===== src/rtl/binary_row_parser.sv =====
// binary_row_parser: recovers an 8-bit value from ASCII rows "Bin: bbbbbbbb   "
// arriving one character per valid beat (typically straight from a UART RX).
module binary_row_parser #(
   parameter int unsigned ROW_LEN   = 16,
   parameter int unsigned ERR_CNT_W = 8
) (
   input  logic                 i_clk,
   input  logic                 i_rst,
   input  logic                 i_char_valid,
   input  logic [7:0]           i_char,
   output logic [7:0]           o_value,
   output logic                 o_value_valid,
   output logic                 o_error,
   output logic [ERR_CNT_W-1:0] o_err_count,
   output logic [3:0]           o_char_index
);

   localparam int unsigned IDX_W = 4;
   localparam logic [IDX_W-1:0] IDX_PREFIX_LAST = IDX_W'(4);
   localparam logic [IDX_W-1:0] IDX_BITS_LAST   = IDX_W'(12);
   localparam logic [IDX_W-1:0] IDX_ROW_LAST    = IDX_W'(ROW_LEN - 1);
   localparam logic [7:0] CH_CR    = 8'h0D;
   localparam logic [7:0] CH_LF    = 8'h0A;
   localparam logic [7:0] CH_SPACE = 8'h20;
   localparam logic [7:0] CH_ZERO  = 8'h30;
   localparam logic [7:0] CH_ONE   = 8'h31;
   localparam logic [ERR_CNT_W-1:0] ERR_CNT_MAX = {ERR_CNT_W{1'b1}};

   typedef enum logic [1:0] {
      ST_PREFIX,
      ST_BITS,
      ST_TAIL,
      ST_DROP
   } state_t;

   state_t               state_q, state_d;
   logic [IDX_W-1:0]     idx_q, idx_d;
   logic [7:0]           shreg_q, shreg_d;
   logic [7:0]           value_d;
   logic                 value_valid_d;
   logic                 error_d;
   logic [ERR_CNT_W-1:0] err_count_d;
   logic                 raise_err;
   logic [7:0]           shifted;

   // Expected prefix character at a given row position.
   function automatic logic [7:0] prefix_char(input logic [IDX_W-1:0] idx);
      case (idx)
         IDX_W'(0): prefix_char = 8'h42;   // 'B'
         IDX_W'(1): prefix_char = 8'h69;   // 'i'
         IDX_W'(2): prefix_char = 8'h6E;   // 'n'
         IDX_W'(3): prefix_char = 8'h3A;   // ':'
         default:   prefix_char = CH_SPACE;
      endcase
   endfunction

   // State and output registers; outputs take their next values from the comb block.
   always_ff @(posedge i_clk or posedge i_rst) begin
      if (i_rst) begin
         state_q       <= ST_PREFIX;
         idx_q         <= '0;
         shreg_q       <= '0;
         o_value       <= '0;
         o_value_valid <= 1'b0;
         o_error       <= 1'b0;
         o_err_count   <= '0;
      end else begin
         state_q       <= state_d;
         idx_q         <= idx_d;
         shreg_q       <= shreg_d;
         o_value       <= value_d;
         o_value_valid <= value_valid_d;
         o_error       <= error_d;
         o_err_count   <= err_count_d;
      end
   end

   // Next-state and next-output decode for one received character.
   always_comb begin
      state_d       = state_q;
      idx_d         = idx_q;
      shreg_d       = shreg_q;
      value_d       = o_value;
      value_valid_d = 1'b0;
      error_d       = 1'b0;
      err_count_d   = o_err_count;
      raise_err     = 1'b0;
      shifted       = {shreg_q[6:0], i_char[0]};

      if (i_char_valid) begin
         case (state_q)
            ST_PREFIX: begin
               if (idx_q == '0 && (i_char == CH_CR || i_char == CH_LF)) begin
                  // blank lines and CRLF pairs between rows are ignored
               end else if (i_char == prefix_char(idx_q)) begin
                  idx_d = idx_q + IDX_W'(1);
                  if (idx_q == IDX_PREFIX_LAST) state_d = ST_BITS;
               end else begin
                  raise_err = 1'b1;
               end
            end
            ST_BITS: begin
               if (i_char == CH_ZERO || i_char == CH_ONE) begin
                  shreg_d = shifted;
                  if (idx_q == IDX_BITS_LAST) begin
                     value_d       = shifted;
                     value_valid_d = 1'b1;
                     if (ROW_LEN == 13) begin
                        state_d = ST_PREFIX;
                        idx_d   = '0;
                     end else begin
                        state_d = ST_TAIL;
                        idx_d   = idx_q + IDX_W'(1);
                     end
                  end else begin
                     idx_d = idx_q + IDX_W'(1);
                  end
               end else begin
                  raise_err = 1'b1;
               end
            end
            ST_TAIL: begin
               if (i_char == CH_SPACE) begin
                  if (idx_q == IDX_ROW_LAST) begin
                     state_d = ST_PREFIX;
                     idx_d   = '0;
                  end else begin
                     idx_d = idx_q + IDX_W'(1);
                  end
               end else if (i_char == CH_CR || i_char == CH_LF) begin
                  // value already delivered; early line end is benign
                  state_d = ST_PREFIX;
                  idx_d   = '0;
               end else begin
                  raise_err = 1'b1;
               end
            end
            default: begin
               if (i_char == CH_LF) begin
                  state_d = ST_PREFIX;
                  idx_d   = '0;
               end
            end
         endcase

         if (raise_err) begin
            error_d = 1'b1;
            if (o_err_count != ERR_CNT_MAX) err_count_d = o_err_count + ERR_CNT_W'(1);
            shreg_d = '0;
            idx_d   = '0;
            // an LF already marks the row boundary, so resync immediately
            state_d = (i_char == CH_LF) ? ST_PREFIX : ST_DROP;
         end
      end
   end

   assign o_char_index = idx_q;

endmodule


===== config.mk =====
export PLATFORM = sky130hd
export DESIGN_NAME = binary_row_parser
export DESIGN_NICKNAME = d
export VERILOG_FILES = /design/src/rtl/binary_row_parser.sv
export SDC_FILE = /design/constraint.sdc
export NUM_CORES = 1
export LEC_CHECK = 0
export CORE_MARGIN = 5
export CORE_UTILIZATION = 57
export CTS_CLUSTER_DIAMETER = 100
export DETAILED_ROUTE_END_ITERATION = 16
export GPL_TIMING_DRIVEN = 0
export PLACE_DENSITY_LB_ADDON = 0.12
export SETUP_SLACK_MARGIN = 0.1
export SYNTH_ARGS = -nofsm -noshare
export SYNTH_HDL_FRONTEND = slang
export SYNTH_SLANG_ARGS = --single-unit

===== constraint.sdc =====
create_clock -name i_clk -period 6.4 [get_ports i_clk]
set_clock_uncertainty 0.2 [all_clocks]
set_input_delay 1.28 -clock i_clk [delete_from_list [all_inputs] [get_ports i_clk]]
set_output_delay 1.28 -clock i_clk [all_outputs]
set_load 0.005 [all_outputs]

==> reports/metrics.yaml, run 1 <==
synth:
  synth_xor_area_frac: 0.0350
  yosys_warnings: 0
  ys_top_cells_by_count: "dfrtp_1, inv_1, nand2_1, nor2_1, nand3_1"
  synthTopCellsByArea: "dfrtp_1, mux2_4, ha_1"
  yosysMostFrequentCell: "dfrtp_1"
  synth_top_area_frac: 0.388
  synth_top_family_by_area: "simple AND/OR/NAND/NOR gates"
  syn_inst: 204
  synthesis.area_mm2: 0.00200
  synthAdderAreaFrac: 0.0563
  synth_seq_cells: 31
  synth_ff_type: "dfrtp_1"
  syn_area_per_cell_um2: 9.81
  ys_seq_area_frac: 0.388
  syn-num-nets: 224
  synth.largest_area_cell: "dfrtp_1"
  synth.area.mux_share: 0.0863
  async_flop_share: 1.00
  synth-edff-count: 0
  yosys.cell_types.count: 52
  synth_compound_area_frac: 0.173
  synthSimpleGateAreaFrac: 0.207
global_routing:
  grt_pass1_vias: 1698
  antenna_found_initial: 0
  grt_max_degree: 32
  globalRouteOverflowTotal: 0
  grt_pass1_wl_mm: 7.61
  grt_use_total: 0.195
worst_setup_path:
  critPathLaunchType: "primary input"
  worstPathRequired_ps: 6420
  endpoint: "o_char_index[0]$_DFFE_PP0P_"
  critPathKind: "in -> reg"
  cp-end-kind: "flip-flop"
  ff2ff_setup_slack_ps: 3320
  crit_fanout: 10
  cp_data_arrival_time_ps: 3860
  r2r_cells: 9
  rr_endpoint: "o_char_index[0]$_DFFE_PP0P_"
  reg2reg_from: "o_char_index[0]$_DFFE_PP0P_"
  crit_start: "i_char[1]"
final_layout:
  fin_util: 0.733
  fin_cells: 290
  regArea_um2: 776
  fillCellCount: 276
  multi_input_area_mm2: 0.00112
  area_growth_syn_to_layout_pct: 23.2
  drive_above_1_share: 0.119
  stdcell_area_mm2: 0.00246
  diodes: 0
  final_nets: 263
die:
  start_util: 0.595
  die-area_mm2: 0.00479
  core_area_mm2: 0.00336
  io_pins: 33
  die_w_um: 69.2
  fp.dieH_um: 69.2
  rows: 21
pwr:
  power_density_mw_per_mm2: 387
  max-vdd-ir-drop_mv: 0.259
  p_leak_nw: 1.07
  total_power_mw: 0.953
run:
  maxCapViolCount: 0
sta:
  setup-tns-final_ps: 0
  setup_viol: 0
  max_freq_mhz: 260
  timing.hold.ws_ps: 283
  worst_slack_ps: 2560
  slew_headroom: 0.231
  rsz0062_at_grt: "no"
  min_period_ps: 3840
  period_share: 0.600
  finalHoldViolCount: 0
  slew_viol_final: 0
  tightest_slew_ps: 1150
placed_design:
  preCtsSetupSlack_ps: 2320
  port_buffers: 32
  postPlaceCellArea_mm2: 0.00238
  dp_hpwl_mm: 3.33
  finalWeightedCongestion: 0.880
  dp.cells: 282
clock_network:
  cts_setup_buffers: 0
  numClockSinks: 31
  clk_pin_slew_ps: 100
  cts_tree: "yes"
  clkLatencyLatePin_ps: 330
  clk_path_buf_depth: 2
  cts_buffers: 5
  post_cts_resized: 0
  hold_buffers: 0
  h-tree-depth: 2
  cts-root-buf: "clkbuf_4"
min_path:
  hold_path_class: "reg -> reg"
routing:
  wl_per_cell_um: 15.0
  vias: 1632
  ant_nets: 0
  drcViolationCount: 0
  drt_iter0_drc: 82
  drt_pass1_iterations: 4
  finalWirelength_mm: 4.34
  viasPerCell: 5.63
outcome:
  status: "finished clean"
## how the worst min path moves through the flow
| stage | end | slack (ps) | depth (start not counted) | start |
|---|---|---|---|---|
| final | o_value[3]$_DFFE_PP0P_ | 280 | 2 | o_value[3]$_DFFE_PP0P_ |
| after global routing | o_err_count[7]$_DFFE_PP0P_ | 320 | 1 | o_err_count[7]$_DFFE_PP0P_ |
| after CTS | o_value[3]$_DFFE_PP0P_ | 290 | 2 | o_value[3]$_DFFE_PP0P_ |
| after detailed placement | o_value[3]$_DFFE_PP0P_ | 270 | 2 | o_value[3]$_DFFE_PP0P_ |
| after global placement | o_value[7]$_DFFE_PP0P_ | 260 | 2 | shreg_q[6]$_DFFE_PP0P_ |
| after floorplan | o_value[7]$_DFFE_PP0P_ | 240 | 2 | shreg_q[6]$_DFFE_PP0P_ |
## final cells by class
class	count	share of cell area
Buffer	6	0.0152
Clock buffer	6	0.0208
Clock inverter	2	0.0142
Inverter	19	0.0289
Multi-Input combinational cell	148	0.453
Sequential cell	31	0.315
Tap cell	46	0.0234
Timing Repair Buffer	32	0.130
## flip-flops by register name, summed over array words and instances (netlist names)
register       count
o_value_valid      1
shreg_q            7
o_value            8
o_char_index       4
state_q            2
o_err_count        8
o_error            1
## worst max-delay path, cell delays in order
cell and delay [ps]:
clkdlybuf4s50_1 530, nor3b_1 510, and4b_1 290, nor2_1 80
o31ai_4 390, a21oi_4 190, a21boi_4 240, mux2_1 350
## cells in the final DEF, fill, tap and decap left out, types with 2 or more instances in the layout
master           count
xnor2_1              8
o311ai_1             2
mux2i_1              3
dfrtp_1             31
or3_1                3
nor4_1               3
ha_1                 9
nor2_1              17
nand4_1              4
nand3_1             13
buf_6                2
and2_1               3
clkdlybuf4s50_1     32
nand2_1             17
inv_1               19
nand3b_1             3
a211o_1              2
o21ai_0             10
mux2_1               2
nor2b_1              3
a21oi_1              4
nor3b_1              2
clkbuf_4             5
nand2b_1             2
clkbuf_1             3
nor3_1               4
mux2_4               8
## report_power, final
| part | leakage [nW] | total [mW] | internal [mW] | switching (mW) |
|---|---|---|---|---|
| Sequential | 0.415 | 0.284 | 0.240 | 0.0430 |
| Combinational | 0.611 | 0.510 | 0.241 | 0.269 |
| Clock | 0.0482 | 0.159 | 0.0922 | 0.0672 |
| Total | 1.07 | 0.953 | 0.574 | 0.379 |
## layer usage
metal / vias up / global-route usage / wire [um]
li1: 796 / - / -
met1: 780 / 0.231 / 1860
met2: 48 / 0.322 / 2130
met3: 8 / 0.0667 / 260
met4: 0 / 0.0846 / 81
met5: - / 0 / 0
## cells by family after synthesis
kind of cell / Yosys count
xor gates and xnor gates: 8
adders and majority gates: 9
and+or+nand+nor: 80
muxes: 13
AOI/OAI and AO/OA: 38
DFF: 31
buffers and inverters: 25
(Power assumes the default switching activity.)
==> run 2: changes to the inputs <==
--- a/config.mk
+++ b/config.mk
@@ -6,7 +6,7 @@
 export NUM_CORES = 1
 export LEC_CHECK = 0
 export CORE_MARGIN = 5
-export CORE_UTILIZATION = 57
+export CORE_UTILIZATION = 53
 export CTS_CLUSTER_DIAMETER = 100
 export DETAILED_ROUTE_END_ITERATION = 16
 export GPL_TIMING_DRIVEN = 0
==> constraint.sdc (replaced) <==
create_clock -name i_clk -period 3.8 [get_ports i_clk]
set_clock_uncertainty 0.2 [all_clocks]
set_input_delay 0.76 -clock i_clk [delete_from_list [all_inputs] [get_ports i_clk]]
set_output_delay 0.76 -clock i_clk [all_outputs]
set_load 0.005 [all_outputs]
==> run 2 against run 1 <==
Against the previous run: sequential cell count is the same; utilization shrank 5.0 points; total power rose by 74%; clock power rose by 110%; wire length shrank 7.7%; hold slack got worse by 7.3 ps; critical path type unchanged; critical endpoint is now state_q[1]$_DFFE_PP0P_.
==> reports/metrics.yaml, run 2 (same netlist as run 1, synthesis figures left out) <==
outcome:
  status: "finished clean"
final_layout:
  final_cell_mix: "clkdlybuf4s50_1, dfrtp_1, inv_1, nor2_1, nand2_1"
  area_growth_syn_to_layout_pct: 24.9
  stdcell_area_mm2: 0.00250  # +1.4%
  final_common_cell: "clkdlybuf4s50_1"
  diodes: 0  # unchanged
  fin_util: 0.683  # -0.0504
  fillCellCount: 306  # +11%
  final_nets: 263  # unchanged
  drive_above_1_share: 0.119  # unchanged
  largestRegisters: "o_err_count x8, o_value x8, shreg_q x7"
worst_setup_path:
  r2r_cells: 9  # unchanged
  worstPathRequired_ps: 3770  # -2650 ps
  critPathLaunchType: "primary input"
  crit_fanout: 5  # -5
  critPathKind: "in -> reg"
  cp-end-kind: "flip-flop"
  cp_data_arrival_time_ps: 3290  # -570 ps
  rr_endpoint: "o_char_index[0]$_DFFE_PP0P_"
  reg2reg_from: "o_char_index[0]$_DFFE_PP0P_"
  ff2ff_setup_slack_ps: 750  # -2570 ps
clock_network:
  h-tree-depth: 2  # unchanged
  cts_tree: "yes"
  cts_buffers: 5  # unchanged
  clk_pin_slew_ps: 60  # -40 ps
  cts_setup_buffers: 0  # unchanged
  clk_path_buf_depth: 2  # unchanged
  numClockSinks: 31  # unchanged
  clkLatencyLatePin_ps: 280  # -50 ps
  hold_buffers: 0  # unchanged
  cts-root-buf: "clkbuf_8"
  post_cts_resized: 0  # unchanged
sta:
  setup_viol: 0  # unchanged
  setup-tns-final_ps: 0  # unchanged
  slew_headroom: 0.247  # +0.0161
  max_freq_mhz: 301
  tightest_slew_ps: 1130  # -24.2 ps
  rsz0062_at_grt: "no"
  finalHoldViolCount: 0  # unchanged
  period_share: 0.874
  min_period_ps: 3320
  slew_viol_final: 0  # unchanged
  timing.hold.ws_ps: 276  # -7.28 ps
die:
  core_area_mm2: 0.00366  # +8.9%
  rows: 22  # +4.8%
  die_w_um: 71.4  # +3.2%
  die-area_mm2: 0.00510  # +6.4%
  fp.dieH_um: 71.4  # +3.2%
  io_pins: 33  # unchanged
  start_util: 0.546  # -0.0484
pwr:
  power_density_mw_per_mm2: 664  # +72%
  max-vdd-ir-drop_mv: 0.486  # +88%
  p_leak_nw: 1.09  # +1.2%
routing:
  viasPerCell: 5.42  # -3.6%
  ant_nets: 0  # unchanged
  drcViolationCount: 0  # unchanged
  wl_per_cell_um: 13.7  # -8.3%
  drt_iter0_drc: 43  # -48%
  vias: 1584  # -2.9%
  finalWirelength_mm: 4.00  # -7.7%
  drt_pass1_iterations: 4  # unchanged
placed_design:
  dp_hpwl_mm: 3.01  # -9.6%
  postPlaceCellArea_mm2: 0.00238  # +0.11%
  finalWeightedCongestion: 0.818  # -7.0%
  port_buffers: 32  # unchanged
run:
  maxCapViolCount: 0  # unchanged
min_path:
  hold_path_class: "reg -> reg"
  hold_end: "o_value[2]$_DFFE_PP0P_"
  holdPathStages: 2  # unchanged
  worstHoldStart: "o_value[2]$_DFFE_PP0P_"
global_routing:
  grt_pass1_vias: 1611  # -5.1%
  grt_pass1_wl_mm: 7.08  # -7.0%
  antenna_found_initial: 0  # unchanged
  grt_use_total: 0.171  # -0.0239
  globalRouteOverflowTotal: 0  # unchanged
  grt_max_degree: 32  # unchanged
run 2: cell counts in the layout (fill, tap and decap cells not counted):
No cell type changed its count.
run 2: critical path: stages:
cell and delay, ps:
clkdlybuf4s50_1 480, or3_1 420, nor4_1 570, nor2_1 90
o32ai_1 150, nand3_1 230, o2bb2ai_2 270, mux2_4 310
run 2: worst max-delay path by stage:
| stage | start | end | depth (start not counted) |
|---|---|---|---|
| CTS | i_char[6] | state_q[1]$_DFFE_PP0P_ | 8 |
| detailed placement | i_char[6] | state_q[1]$_DFFE_PP0P_ | 8 |
| global route | i_char[6] | state_q[1]$_DFFE_PP0P_ | 8 |
| finish | i_char[6] | state_q[1]$_DFFE_PP0P_ | 8 |
| floorplan | o_char_index[0]$_DFFE_PP0P_ | o_char_index[0]$_DFFE_PP0P_ | 9 |
| global placement | i_char[6] | state_q[1]$_DFFE_PP0P_ | 8 |
run 2: per-stage QoR:
stage | cells | setup WS, ps | power [mW]
after floorplan | 204 | 999 | 1.11
after global placement | 284 | 159 | 1.32
after detailed placement | 284 | 172 | 1.33
after CTS | 292 | 465 | 1.67
after global routing | 292 | 321 | 1.78
final | 292 | 479 | 1.66
run 2: report_power, final:
group | switching (mW) | internal [mW] | total [mW]
combinational | 0.442 | 0.406 | 0.847
sequential | 0.0753 | 0.406 | 0.481
clock | 0.119 | 0.212 | 0.331
run 2: area by class of cell:
class | count | area, um^2 | area share
buffer | 6 | 37.5 | 0.0150
clock buffer | 6 | 82.6 | 0.0330
clock inverter | 2 | 35.0 | 0.0140
inverter | 19 | 71.3 | 0.0285
multi-input combinational | 148 | 1120 | 0.447
sequential | 31 | 776 | 0.310
tap | 48 | 60.1 | 0.0240
timing repair buffer | 32 | 320 | 0.128
run 2: routing by layer:
layer	vias up	global-route usage	part of all wire
li1	795	-	-
met1	749	0.226	0.46
met2	32	0.282	0.48
met3	8	0.0379	0.042
met4	0	0.0501	0.015
met5	-	0	0
